==> config.mk <==
export PLATFORM = sky130hd
export DESIGN_NAME = exp_job_scheduler
export DESIGN_NICKNAME = d
export VERILOG_FILES = /design/src/rtl/exp_job_scheduler.sv
export SDC_FILE = /design/constraint.sdc
export NUM_CORES = 1
export LEC_CHECK = 0
export ABC_AREA = 1
export CORE_AREA = 10 10 85 87
export DETAILED_ROUTE_END_ITERATION = 10
export DIE_AREA = 0 0 95 97
export HOLD_SLACK_MARGIN = 0.02
export MAX_ROUTING_LAYER = met4
export PLACE_DENSITY = 0.85
export SLEW_MARGIN = 20
export SYNTH_ARGS = -nofsm -noshare
export SYNTH_HDL_FRONTEND = slang
export SYNTH_SLANG_ARGS = --single-unit
==> constraint.sdc <==
create_clock -name clk -period 1.8 [get_ports clk]
set_input_delay 0.36 -clock clk [delete_from_list [all_inputs] [get_ports clk]]
set_output_delay 0.36 -clock clk [all_outputs]
set_load 0.01 [all_outputs]
==> src/rtl/exp_job_scheduler.sv <==
// rtl/exp_job_scheduler.sv - round-robin job scheduler sequencing the exponent engine and LCD display
// Optional engine timeout is enabled by defining EXP_SCHED_TIMEOUT_EN.
module exp_job_scheduler #(
    parameter int TIMEOUT_CYCLES = 4096,
    parameter int TO_W           = 16
) (
    input  logic        clk,
    input  logic        rst,
    input  logic        req0_valid,
    input  logic [7:0]  req0_a,
    input  logic [7:0]  req0_n,
    output logic        req0_ready,
    input  logic        req1_valid,
    input  logic [7:0]  req1_a,
    input  logic [7:0]  req1_n,
    output logic        req1_ready,
    output logic        eng_go,
    output logic [7:0]  eng_a,
    output logic [7:0]  eng_n,
    input  logic        eng_done,
    input  logic [15:0] eng_result,
    output logic        lcd_start,
    output logic [7:0]  lcd_a,
    output logic [7:0]  lcd_n,
    output logic [15:0] lcd_res,
    input  logic        lcd_done,
    output logic        resp_valid,
    output logic        resp_id,
    output logic [15:0] resp_result,
    output logic        resp_err,
    output logic        busy
);

    typedef enum logic [2:0] {
        IDLE,
        ISSUE,
        GUARD,
        WAIT_ENG,
        DISP,
        WAIT_LCD,
        RESP
    } state_t;

    state_t      state;
    state_t      state_nx;
    logic        last_grant;
    logic        id_q;
    logic [7:0]  a_q;
    logic [7:0]  n_q;
    logic [15:0] res_q;
    logic        grant_id;
    logic        accept;
    logic        timeout;

    // On a tie the requester that did not win last time is granted.
    assign grant_id   = (req0_valid && req1_valid) ? ~last_grant : req1_valid;
    assign req0_ready = (state == IDLE) && !rst && req0_valid && !grant_id;
    assign req1_ready = (state == IDLE) && !rst && req1_valid && grant_id;
    assign accept     = req0_ready || req1_ready;

`ifdef EXP_SCHED_TIMEOUT_EN
    localparam logic [TO_W-1:0] TO_LAST = TO_W'(TIMEOUT_CYCLES - 1);

    logic [TO_W-1:0] to_cnt;
    logic            err_q;

    assign timeout  = (to_cnt == TO_LAST);
    assign resp_err = err_q;

    always_ff @(posedge clk) begin
        if (rst) begin
            to_cnt <= '0;
            err_q  <= 1'b0;
        end else if (accept) begin
            err_q <= 1'b0;
        end else if (state == GUARD) begin
            to_cnt <= '0;
        end else if (state == WAIT_ENG) begin
            if (eng_done) begin
                err_q <= 1'b0;
            end else if (timeout) begin
                err_q <= 1'b1;
            end else begin
                to_cnt <= to_cnt + 1'b1;
            end
        end
    end
`else
    assign timeout  = 1'b0;
    assign resp_err = 1'b0;
`endif

    always_comb begin
        state_nx = state;
        case (state)
            IDLE:     if (accept) state_nx = ISSUE;
            ISSUE:    state_nx = GUARD;
            // GUARD exists so a done level left over from the previous job is never sampled.
            GUARD:    state_nx = WAIT_ENG;
            WAIT_ENG: begin
                if (eng_done) begin
                    state_nx = DISP;
                end else if (timeout) begin
                    state_nx = RESP;
                end
            end
            DISP:     state_nx = WAIT_LCD;
            WAIT_LCD: if (lcd_done) state_nx = RESP;
            RESP:     state_nx = IDLE;
            default:  state_nx = IDLE;
        endcase
    end

    always_ff @(posedge clk) begin
        if (rst) begin
            state      <= IDLE;
            last_grant <= 1'b1;
            id_q       <= 1'b0;
            a_q        <= '0;
            n_q        <= '0;
            res_q      <= '0;
        end else begin
            state <= state_nx;
            if (accept) begin
                a_q        <= grant_id ? req1_a : req0_a;
                n_q        <= grant_id ? req1_n : req0_n;
                id_q       <= grant_id;
                last_grant <= grant_id;
            end
            if (state == WAIT_ENG) begin
                if (eng_done) begin
                    res_q <= eng_result;
                end else if (timeout) begin
                    res_q <= '0;
                end
            end
        end
    end

    assign eng_go      = (state == ISSUE);
    assign eng_a       = a_q;
    assign eng_n       = n_q;
    assign lcd_start   = (state == DISP);
    assign lcd_a       = a_q;
    assign lcd_n       = n_q;
    assign lcd_res     = res_q;
    assign resp_valid  = (state == RESP);
    assign resp_id     = id_q;
    assign resp_result = res_q;
    assign busy        = (state != IDLE);

endmodule

# Yosys cells after proc, flatten, opt, wreduce, memory -nomap -nowiden
# Cells that the tools add are included.
# Widths: inputs -> output; s select.
[totals]
input_bits = 54
ff_bits = 37
output_inout_bits = 72
[op_classes]
n_mux = 7
bitwise = 1
n_reduce_logical = 13
eq_ne = 9
[op_table]
columns = ["op", "count"]
rows = [
  ["$pmux 3 s6", 1],
  ["$mux 8", 2],
  ["$eq 3x3->1 const B", 3],
  ["$mux 3", 3],
  ["$eq 3x2->1 const B", 2],
  ["$logic_and 1x1->1", 6],
  ["$ne 2x2->1 const B", 3],
  ["$eq 3x1->1 const B", 1],
  ["$logic_not 3->1", 1],
  ["$reduce_and 3->1", 1],
  ["$reduce_bool 3->1", 1],
  ["$logic_not 1->1", 2],
  ["$reduce_and 2->1", 1],
  ["$logic_or 1x1->1", 1],
  ["$mux 1", 1],
  ["$not 1->1", 1],
]

# Logic depth before layout (Yosys ltp)
# Gate-level depths: netlist (run 1).
[logic_depth]
ltp_word = 7
ltp_mapped = 10

# Least setup slack after synthesis (run 1)
# Ideal clock, no wire load.
[synth_path]
path_type = "input to output"
from = "input req0_valid"
to = "output req0_ready"
arrival_time_ns = 1.083
path_slack_ns = 0.357
required_time_ns = 1.440
cell_stages = 5
path_cell_list = "nand2_1 nand2_2 inv_2 buf_2 nor3_1"
[synth_between]
elab_chain_cells = 4
[synth_rtl]
columns = ["element", "line_no", "source"]
rows = [
  ["from (decl)", "9", "input logic req0_valid,"],
  ["$logic_and 1x1->1", "56", "assign grant_id = (req0_valid && req1_valid) ? ~last_grant : req1_valid;"],
  ["$mux 1", "56", ""],
  ["$logic_not 1->1", "57", "assign req0_ready = (state == IDLE) && !rst && req0_valid && !grant_id;"],
  ["$logic_and 1x1->1 (*)", "57", ""],
  ["to (decl)", "12", "output logic req0_ready,"],
]
# Mark *: on every way between the ends. The rest lies on a longest branch, timed or not.

# Final worst setup path (run 1)
# Same ends and word-level chain as after synthesis.

==> flow_summary.ini, run 1 <==
[power_and_ir_drop]
p_leak_uw = 0.00127
finalPower_uw = 3080
powerDensity_mw_per_mm2 = 996
vdd_ir_drop_max_mv = 0.482

[global_routing]
grt_usage_pct = 13.3
grt_max_degree = 21
grt_pass1_vias = 1924
grt_overflow = 0
grt_pass1_wl_um = 9630
antenna_found_initial = 0

[synthesis]
synth_area_per_cell_sq_um = 6.98
synth_area_leaders = dfxtp_1 38%, nand2_1 15%, buf_4 13%
yosys.cell_types.count = 22
synth_edf_count = 0
synth_ff_type = dfxtp_1
yosys-top-cells-count = 77 x nand2_1, 37 x dfxtp_1, 35 x buf_4
synth.most_common_cell = nand2_1
ys_seq_elements = 37
synth_top_area_share_pct = 38.0
ys_seq_area_share_pct = 38.0
syn_area_sq_mm = 0.00195
netlist_instances = 279
async_flop_share_pct = 0
synth.largest_area_cell = dfxtp_1
synth.yosys.warnings = 0
synth_nets = 333

[sta]
finalMaxSlewViolations = 0
setup_ws_ns = 0.0914
layout_min_cycle_time_ns = 1.71
fmax_mhz = 585
slew_headroom_pct = 65.2
min_period_over_period_pct = 94.9
rsz0062_at_grt = false
finalClockSkew_ns = 0.00889
tightest_slew_ns = 0.521
hold_viol_final = 0
setup_viol = 0

[critical_path]
path_max_fanout = 4
critPathKind = input port to output pin
r2r-end = lcd_res[13]
reg2reg_depth = 6
startpoint_type = input port
critical_path.startpoint = req0_valid
worst-endpoint-required_ns = 1.44
cp-endpoint = req0_ready
arrival_ns = 1.35
timing.reg2reg.setup_slack_ns = 0.24
r2r_start = state[1]
end_kind = output pin

[clock_tree]
post_cts_buffers = 0
cts_buffers = 5
ctsRootBufferMaster = clkbuf_8
clock_path_buffers = 2
cts_sinks = 37
cts_tree = yes
worstSkewPairLatency_ns = 0.29
htreeDepth = 2
path_clk_slew_ns = 0.07
ctsHoldBuffers = 0

[floorplanning]
fp.dieW_um = 95
ios = 126
fp.dieH_um = 97
core.rowCount = 27
die_area_sq_mm = 0.00922
initial_core_util_pct = 35.6
fp.coreArea_sq_mm = 0.00547

[route]
num_vias = 2025
totalWireLength_um = 6300
via_per_inst = 4.53
wire_per_inst_um = 14.1
firstDrtPassIters = 6
postRouteAntennaNets = 0
dr.first_iter.drc_count = 62
drc_errors = 0

[placement]
post-place-ws_ns = -0.346
portBuffers = 124
globalplace.congestion = 0.809
hpwlAfterDp_um = 5090

[finish]
fillCellCount = 507
antennaDiodeCount = 0
nets = 428
drive_above_1_share_pct = 10.7
syn_to_final_growth_pct = 58.9

[min_path]
min_path_type = flip-flop to flip-flop
hp-start = resp_id

[outcome]
status = finished clean

[job]
max_cap_violations = 0
worst max-delay path: stages:
cell	delay, ns
clkdlybuf4s50_1	0.49
nand2_1	0.07
nand2_2	0.07
inv_2	0.05
nor3_1	0.15
buf_2	0.16
kinds of logic after synthesis:
| group | count (synthesis) | share of synthesized area [%] |
|---|---|---|
| buffers and inverters | 60 | 20.2 |
| other | 1 | 0.193 |
| AND/OR/NAND/NOR | 144 | 31.7 |
| AO/OA/AOI/OAI | 37 | 9.90 |
| flip-flops | 37 | 38.0 |
power breakdown:
part	switching [uW]	internal [uW]	total [uW]
Sequential	113	960	1070
Clock	281	268	549
Combinational	708	753	1460
Total	1100	1980	3080
metrics by stage:
step	utilization (%)	instance area, sq um	hold WS, ns	TNS (ns)	std cells
floorplan	-	1950	0.429	0	279
global placement	55.3	3020	0.449	-2.29	439
detailed placement	55.3	3020	0.459	-1.84	439
CTS	56.6	3100	0.470	0	447
global route	56.5	3090	0.503	0	447
finish	56.5	3090	0.476	0	447
cell usage in the layout (no fill, tap or decap):
master / count
a31oi_1: 1
clkdlybuf4s50_1: 118
nor2_4: 2
dfxtp_1: 37
clkbuf_1: 1
o21ai_0: 16
buf_2: 1
o21ai_2: 1
nor2_2: 11
nand2_2: 4
clkbuf_8: 5
clkbuf_2: 1
conb_1: 1
o211ai_1: 1
inv_8: 1
nor3_1: 3
nand3_1: 18
nor2_1: 30
dlygate4sd2_1: 4
inv_1: 11
buf_4: 11
a21oi_1: 18
clkinv_2: 2
inv_2: 1
nand2_1: 76
metal layers:
metal	global-route usage (%)	wire length [um]	vias up
met2	21.6	2990	107
li1	-	-	1034
met4	3.09	52	0
met1	15.1	2610	878
met3	4.86	649	6
met5	-	0	-
state kept, by name, summed over array words and instances, names as in the netlist:
register,count
lcd_res,16
eng_a,8
eng_n,8
state,3
last_grant,1
resp_id,1
worst min-delay path by stage:
stage                      end  slack [ns]  depth (start not counted)
finish                 resp_id        0.48                          2
global route        lcd_res[2]        0.50                          2
CTS                    resp_id        0.47                          2
detailed placement     resp_id        0.46                          2
global placement       resp_id        0.45                          2
floorplan           last_grant        0.43                          2
layout make-up:
cell class | count | area [sq um] | share of cell area (%)
Inverter | 13 | 56.3 | 1.82
Clock buffer | 6 | 72.6 | 2.35
Timing Repair Buffer | 135 | 1310 | 42.3
Multi-Input combinational cell | 182 | 816 | 26.4
Tap cell | 72 | 90.1 | 2.91
Clock inverter | 2 | 10.0 | 0.323
Sequential cell | 37 | 741 | 23.9
what timing repair did:
| action | CTS | global route |
|---|---|---|
| setup endpoints to repair | 5 | 1 |
| cloned | 0 | 0 |
| gates resized for setup | 12 | 1 |
| pin swaps | 0 | 0 |
No activity file was read; power rests on OpenSTA's default activity.
==> run 2, diff against run 1 <==
TNS_END_PERCENT = 10   (was unset)
==> results of run 2 <==
No change in the layout: final DEF, timing and power equal those of run 1.
==> run 3, diff against run 2 <==
CORE_AREA = 10 10 68 70   (was 10 10 85 87)
DIE_AREA = 0 0 78 80   (was 0 0 95 97)
DONT_BUFFER_PORTS = 1   (was unset)
PLACE_DENSITY = 0.82   (was 0.85)
==> run 3 against run 2 <==
  * Sequential share of layout area up 17 points
  * First-iteration DRC count down 42%
  * Sequential cell count unchanged
  * Utilization down 1.6 points
  * Register-to-register slack worse by 0.12 ns
  * Critical path type is now flip-flop to output pin
  * Critical endpoint unchanged
  * Largest cell class is now multi-input combinational cells
==> flow_summary.ini, run 3 (same netlist as run 1, synthesis figures left out) <==
[outcome]
status = finished clean

[critical_path]
r2r-end = state[1]
arrival_ns = 1.40
startpoint_type = flip-flop
path_max_fanout = 7
critPathKind = flip-flop to output pin
reg2reg_depth = 8
worst-endpoint-required_ns = 1.44
r2r_start = last_grant
timing.reg2reg.setup_slack_ns = 0.12
end_kind = output pin

[route]
wire_per_inst_um = 15.9
totalWireLength_um = 4610
postRouteAntennaNets = 0
via_per_inst = 5.32
firstDrtPassIters = 4
dr.first_iter.drc_count = 36
drc_errors = 0
num_vias = 1537

[floorplanning]
core.rowCount = 21
die_area_sq_mm = 0.00624
fp.dieH_um = 80
ios = 126
initial_core_util_pct = 59.3
fp.coreArea_sq_mm = 0.00328
fp.dieW_um = 78

[global_routing]
grt_overflow = 0
grt_pass1_vias = 1447
grt_usage_pct = 14.4
grt_max_degree = 21
antenna_found_initial = 0
grt_pass1_wl_um = 7090

[finish]
register_area_sq_um = 741
drive_above_1_share_pct = 12.8
largest_register_ffs = 16
nets = 296
fin_cells = 289
antennaDiodeCount = 0
layout_common_cells = 77 x nand2_1, 37 x dfxtp_1, 30 x nor2_1, 18 x nand3_1, 18 x a21oi_1
design_area_sq_mm = 0.00180
multiInputGateArea_sq_um = 825
fillCellCount = 354
final_common_cell = nand2_1
syn_to_final_growth_pct = -7.33

[clock_tree]
cts_tree = yes
cts_buffers = 5
ctsHoldBuffers = 0
worstSkewPairLatency_ns = 0.34
path_clk_slew_ns = 0.12
ctsRootBufferMaster = clkbuf_4
clock_path_buffers = 2
cts_sinks = 37
post_cts_buffers = 0
htreeDepth = 2

[placement]
placed_area_sq_mm = 0.00169
placed_cells = 281
portBuffers = 0
globalplace.congestion = 0.833
hpwlAfterDp_um = 3600
post-place-ws_ns = 0.0854

[sta]
fmax_mhz = 567
layout_min_cycle_time_ns = 1.76
setup_ws_ns = 0.0353
finalMaxSlewViolations = 0
tightest_slew_ns = 0.801
slew_headroom_pct = 46.6
min_period_over_period_pct = 98.0
setup_viol = 0
hold_viol_final = 0
rsz0062_at_grt = true
whs_ns = 0.0727
finalClockSkew_ns = 0.0114

[power_and_ir_drop]
switchingPower_uw = 969
p_seq_share_pct = 47.9
powerDensity_mw_per_mm2 = 1430
p_comb_share_pct = 24.7
clock_power_share_pct = 27.3
p_leak_uw = 0.000768
switching_share_pct = 37.6
vdd_ir_drop_max_mv = 0.817
intPower_uw = 1610

[min_path]
hold_end = resp_id
min_delay_path_depth = 1
hp-start = rst
min_path_type = input port to flip-flop

[job]
max_cap_violations = 0
[run 3: worst max path at each step]
stage / depth (start not counted) / startpoint / to / slack, ns
finish: 5 / state[1] / req0_ready / 0.04
global route: 7 / last_grant / state[0] / -0.1
CTS: 5 / state[1] / req0_ready / 0.01
detailed placement: 7 / req0_valid / state[0] / 0.09
global placement: 7 / req0_valid / state[0] / 0.13
floorplan: 5 / req0_valid / req0_ready / 0.36
[run 3: worst max-delay path, cell delays in order, from the launching register on]
cell,delay (ns)
dfxtp_1,0.40
nor2_2,0.16
nand2_2,0.12
nor2_4,0.13
inv_1,0.08
nor3_4,0.17
[run 3: metrics by stage]
| stage | TNS, ns | utilization (%) | power, uW |
|---|---|---|---|
| floorplan | 0 | - | 1950 |
| global placement | 0 | 51.5 | 1880 |
| detailed placement | 0 | 51.5 | 1900 |
| CTS | 0 | 54.9 | 2610 |
| global route | -0.382 | 54.9 | 2770 |
| finish | 0 | 54.9 | 2580 |
[run 3: power groups by stage]
stage          Combinational (uW)  Sequential (uW)  Clock, uW
6_report                      637             1240        705
5_1_grt                       744             1270        752
4_1_cts                       650             1240        721
3_5_place_dp                  640             1260          0
3_3_place_gp                  620             1260          0
2_1_floorplan                 804             1140          0
[run 3: what timing repair did]
item | 4_1_cts | 5_1_grt
hold endpoints to repair | 0 | 0
setup endpoints to repair | 1 | 6
resized for setup | 2 | 0
[run 3: layout make-up]
type | count | share of cell area, %
clock buffer | 5 | 2.08
clock inverter | 3 | 3.61
inverter | 13 | 3.12
multi-input combinational | 182 | 45.7
sequential | 37 | 41.1
tap | 46 | 3.19
timing repair buffer | 3 | 1.25
[run 3: layer usage]
layer | global-route usage (%) | wire length (um)
met5 | - | 0
met4 | 3.76 | 34
met3 | 6.87 | 512
met2 | 22.7 | 2160
met1 | 16.0 | 1900
==> RTL change 1, RTL diff (settings of run 2) <==
Re-encode `state_t` (7 states) as Gray code, 3 bits wide.
--- a/src/rtl/exp_job_scheduler.sv
+++ b/src/rtl/exp_job_scheduler.sv
@@ -34,9 +34,9 @@
     typedef enum logic [2:0] {
-        IDLE,
-        ISSUE,
-        GUARD,
-        WAIT_ENG,
-        DISP,
-        WAIT_LCD,
-        RESP
+        IDLE     = 3'b000,
+        ISSUE    = 3'b001,
+        GUARD    = 3'b011,
+        WAIT_ENG = 3'b010,
+        DISP     = 3'b110,
+        WAIT_LCD = 3'b111,
+        RESP     = 3'b101
     } state_t;
Behaviour: no difference found for any inputs over 10 cycles, from zero or initial values and one cycle with rst high; not proved beyond that.
==> RTL change 1 against run 2 <==
- worst hold slack got worse by 0.015 ns
- wire length increased by 3.5%
- clock power up 10%
- sequential cell count is the same
- register-to-register slack better by 0.03 ns
- final area grew 1.2%
- sequential power up 7%
- sequential share of layout area down 0.24 points
- power increased by 10%
- setup slack got worse by 0.043 ns
- global-route usage increased by 0.83 points
- die area did not move
- synthesized area is 1.8% lower
- critical endpoint unchanged
==> RTL change 1: results <==
[yosys]
synthArstFlopShare_pct = 0
synth_nets = 324
ys_seq_area_share_pct = 38.7
synth.distinct_cells = 24
synth_area_leaders = dfxtp_1 (39%), buf_4 (13%), nand2_1 (11%)
ys_top_cells_by_count = nand2_1 (57), dfxtp_1 (37), nor2_1 (35)
synth-compound-area-share_pct = 15.3

[finish]
nonClkBufAreaFrac_pct = 43.4
regArea_um2 = 742
multiInputGateArea_um2 = 734
nFillCells = 546
n_all_inverters = 28
drive_above_1_share_pct = 10.4
nets = 427
clock_area_share_pct = 3.08
nNonClkBuffers = 140
nClkBuffers = 6
multi_input_comb_cells = 161
seq_cell_count = 37
antennaDiodeCount = 0

[setup_path]
r2r_start = last_grant
critPathMaxFanout = 3
r2r_slack_ns = 0.27
worstRegToRegCells = 8
crit_path_start = req1_valid
cp.arrival_ns = 1.39
timing.rr.end = eng_a[7]
worstSetupEndpoint = req0_ready

[routing]
drt-initial-drc-count = 47
wl_met1_mm = 2.43
route.met2.wl_mm = 3.59
wire_per_inst_um = 14.6
drt_first_pass_iters = 4
viasPerCell = 4.43
route.met3.wl_um = 422

[worst_hold_path]
hold_start = lcd_res[13]
hold_end = lcd_res[13]

[global_route]
grt_pass1_vias = 2014
antenna_found_initial = 0
grt_first_pass_wirelength_mm = 10.3
track_usage_pct = 14.1
grtUsageMet2_pct = 26.5
grt_start_max_net_pins = 33
grt_use_met1_pct = 13.8
met3_usage_pct = 3.55

[clocking]
post_cts_buffers = 1
cts_buffers = 5
path_clk_slew_ns = 0.08

[placed_design]
dp_slack_ns = -0.384
dp_hpwl_mm = 5.31
gp_congestion = 0.861

[status]
status = complete, no violations

[sta]
min_period_ns = 1.75
fin_worst_skew_ns = 0.00677

[power]
p_sw_mw = 1.19
peakVddDrop_mv = 0.542
leakagePower_nw = 1.29
## RTL change 1: stage by stage
step	cell area, um^2	setup TNS (ns)	instances	power (mW)	hold WS [ns]
3_3_place_gp	3040	-1.56	437	2.80	0.446
4_1_cts	3140	-0.0793	446	3.45	0.464
2_1_floorplan	1910	0	270	2.06	0.429
5_1_grt	3130	-0.0142	446	3.64	0.488
3_5_place_dp	3040	-2.17	437	2.85	0.452
6_report	3130	0	446	3.39	0.461
## RTL change 1: power by group through the flow
stage | sequential [mW] | clock, mW | combinational, mW
2_1_floorplan | 1.22 | 0 | 0.833
3_3_place_gp | 1.15 | 0 | 1.64
3_5_place_dp | 1.16 | 0 | 1.69
4_1_cts | 1.15 | 0.625 | 1.68
5_1_grt | 1.17 | 0.671 | 1.80
6_report | 1.14 | 0.605 | 1.64
## RTL change 1: worst max-delay path, cell delays in order
cell	delay, ns
clkdlybuf4s50_1	0.42
inv_2	0.08
a21oi_4	0.04
buf_4	0.15
nor3_2	0.17
buf_2	0.17
==> RTL change 2, RTL diff (flow settings as in run 2) <==
Without the edit above. The option `EXP_SCHED_TIMEOUT_EN` is turned on by a define.
--- a/src/rtl/exp_job_scheduler.sv
+++ b/src/rtl/exp_job_scheduler.sv
@@ -2,2 +2,4 @@
 // Optional engine timeout is enabled by defining EXP_SCHED_TIMEOUT_EN.
+`define EXP_SCHED_TIMEOUT_EN
+
 module exp_job_scheduler #(
Function: same outputs for any inputs over 10 cycles, from zero or initial values and one cycle with rst high; that may be too few to reach the edited logic, so the function may still have changed.
==> RTL change 2 against run 2 <==
- synthesized area grew 55%
- setup slack lost 0.011 ns
- utilization grew 21 points
- non-clock buffer count grew 8
- final area grew 38%
- power grew 33%
- wire length grew 42%
- sequential cell count grew 17
- largest cell class is now multi-input gates
- highest routed layer unchanged
==> RTL change 2: results <==
[status]
status = complete, no violations

[power]
p_clk_share_pct = 15.7
p_seq_mw = 1.52

[global_route]
grt_start_max_net_pins = 24
met3_usage_pct = 5.09
grt_first_pass_wirelength_mm = 14.2
grtUsageMet2_pct = 30.9

[routing]
drt-initial-drc-count = 139
wl_met1_mm = 3.78
route.met3.wl_um = 810
routed_wl_mm = 8.92
drt_first_pass_iters = 4

[worst_hold_path]
hold_start = resp_err

[finish]
multi_input_comb_cells = 294
regArea_um2 = 1080
multi_input_area_share_pct = 34.1
drive_above_1_share_pct = 9.67
nets = 593
clock_area_share_pct = 1.85
nClkBuffers = 5

[yosys]
ys_seq_area_share_pct = 35.8
ys_top_cells_by_count = nand2_1 (113), dfxtp_1 (54), nor2_1 (39)
synth_nets = 492
ys_ff_latch = 54
avgSynthCellArea_um2 = 6.91
synth.distinct_cells = 31
synth_xor_area_share_pct = 0.290
synth-adder-area-share_pct = 0.414

[sta]
hold_ws_ns = 0.468
maxSlewHeadroom_pct = 77.3
fin_worst_skew_ns = 0.00846

[placed_design]
dp_hpwl_mm = 7.14
post-place-cells = 603
port_buffers = 125

[setup_path]
worstRegToRegCells = 9
timing.rr.end = to_cnt[10]

[clocking]
path_clk_slew_ns = 0.09
## RTL change 2: changes by cell type in the layout (fill, tap and decap cells not counted), sizes merged, moves of 6 or more
cell,run 2,this run
a21oi,18,28
a31oi,1,17
buf,12,20
dfxtp,37,54
inv,13,39
nand2,80,120
nand3,18,37
nand4,0,14
o21ai,17,23
## RTL change 2: how the worst max path moves through the flow
stage          cells after the start  slack [ns]        from           to
2_1_floorplan                      9        0.32   to_cnt[0]  lcd_res[10]
3_3_place_gp                       6       -0.32  req0_valid   req0_ready
3_5_place_dp                       6       -0.31  req0_valid   req0_ready
4_1_cts                            7        0.02  req0_valid   req1_ready
5_1_grt                            9     -0.0009   to_cnt[0]    to_cnt[9]
6_report                           4        0.08    state[0]       eng_go
## RTL change 2: critical path, cell delays in order (launching register included)
cell	delay, ns
dfxtp_1	0.38
buf_4	0.20
nand2_1	0.08
nor2_1	0.09
dlygate4sd2_1	0.29
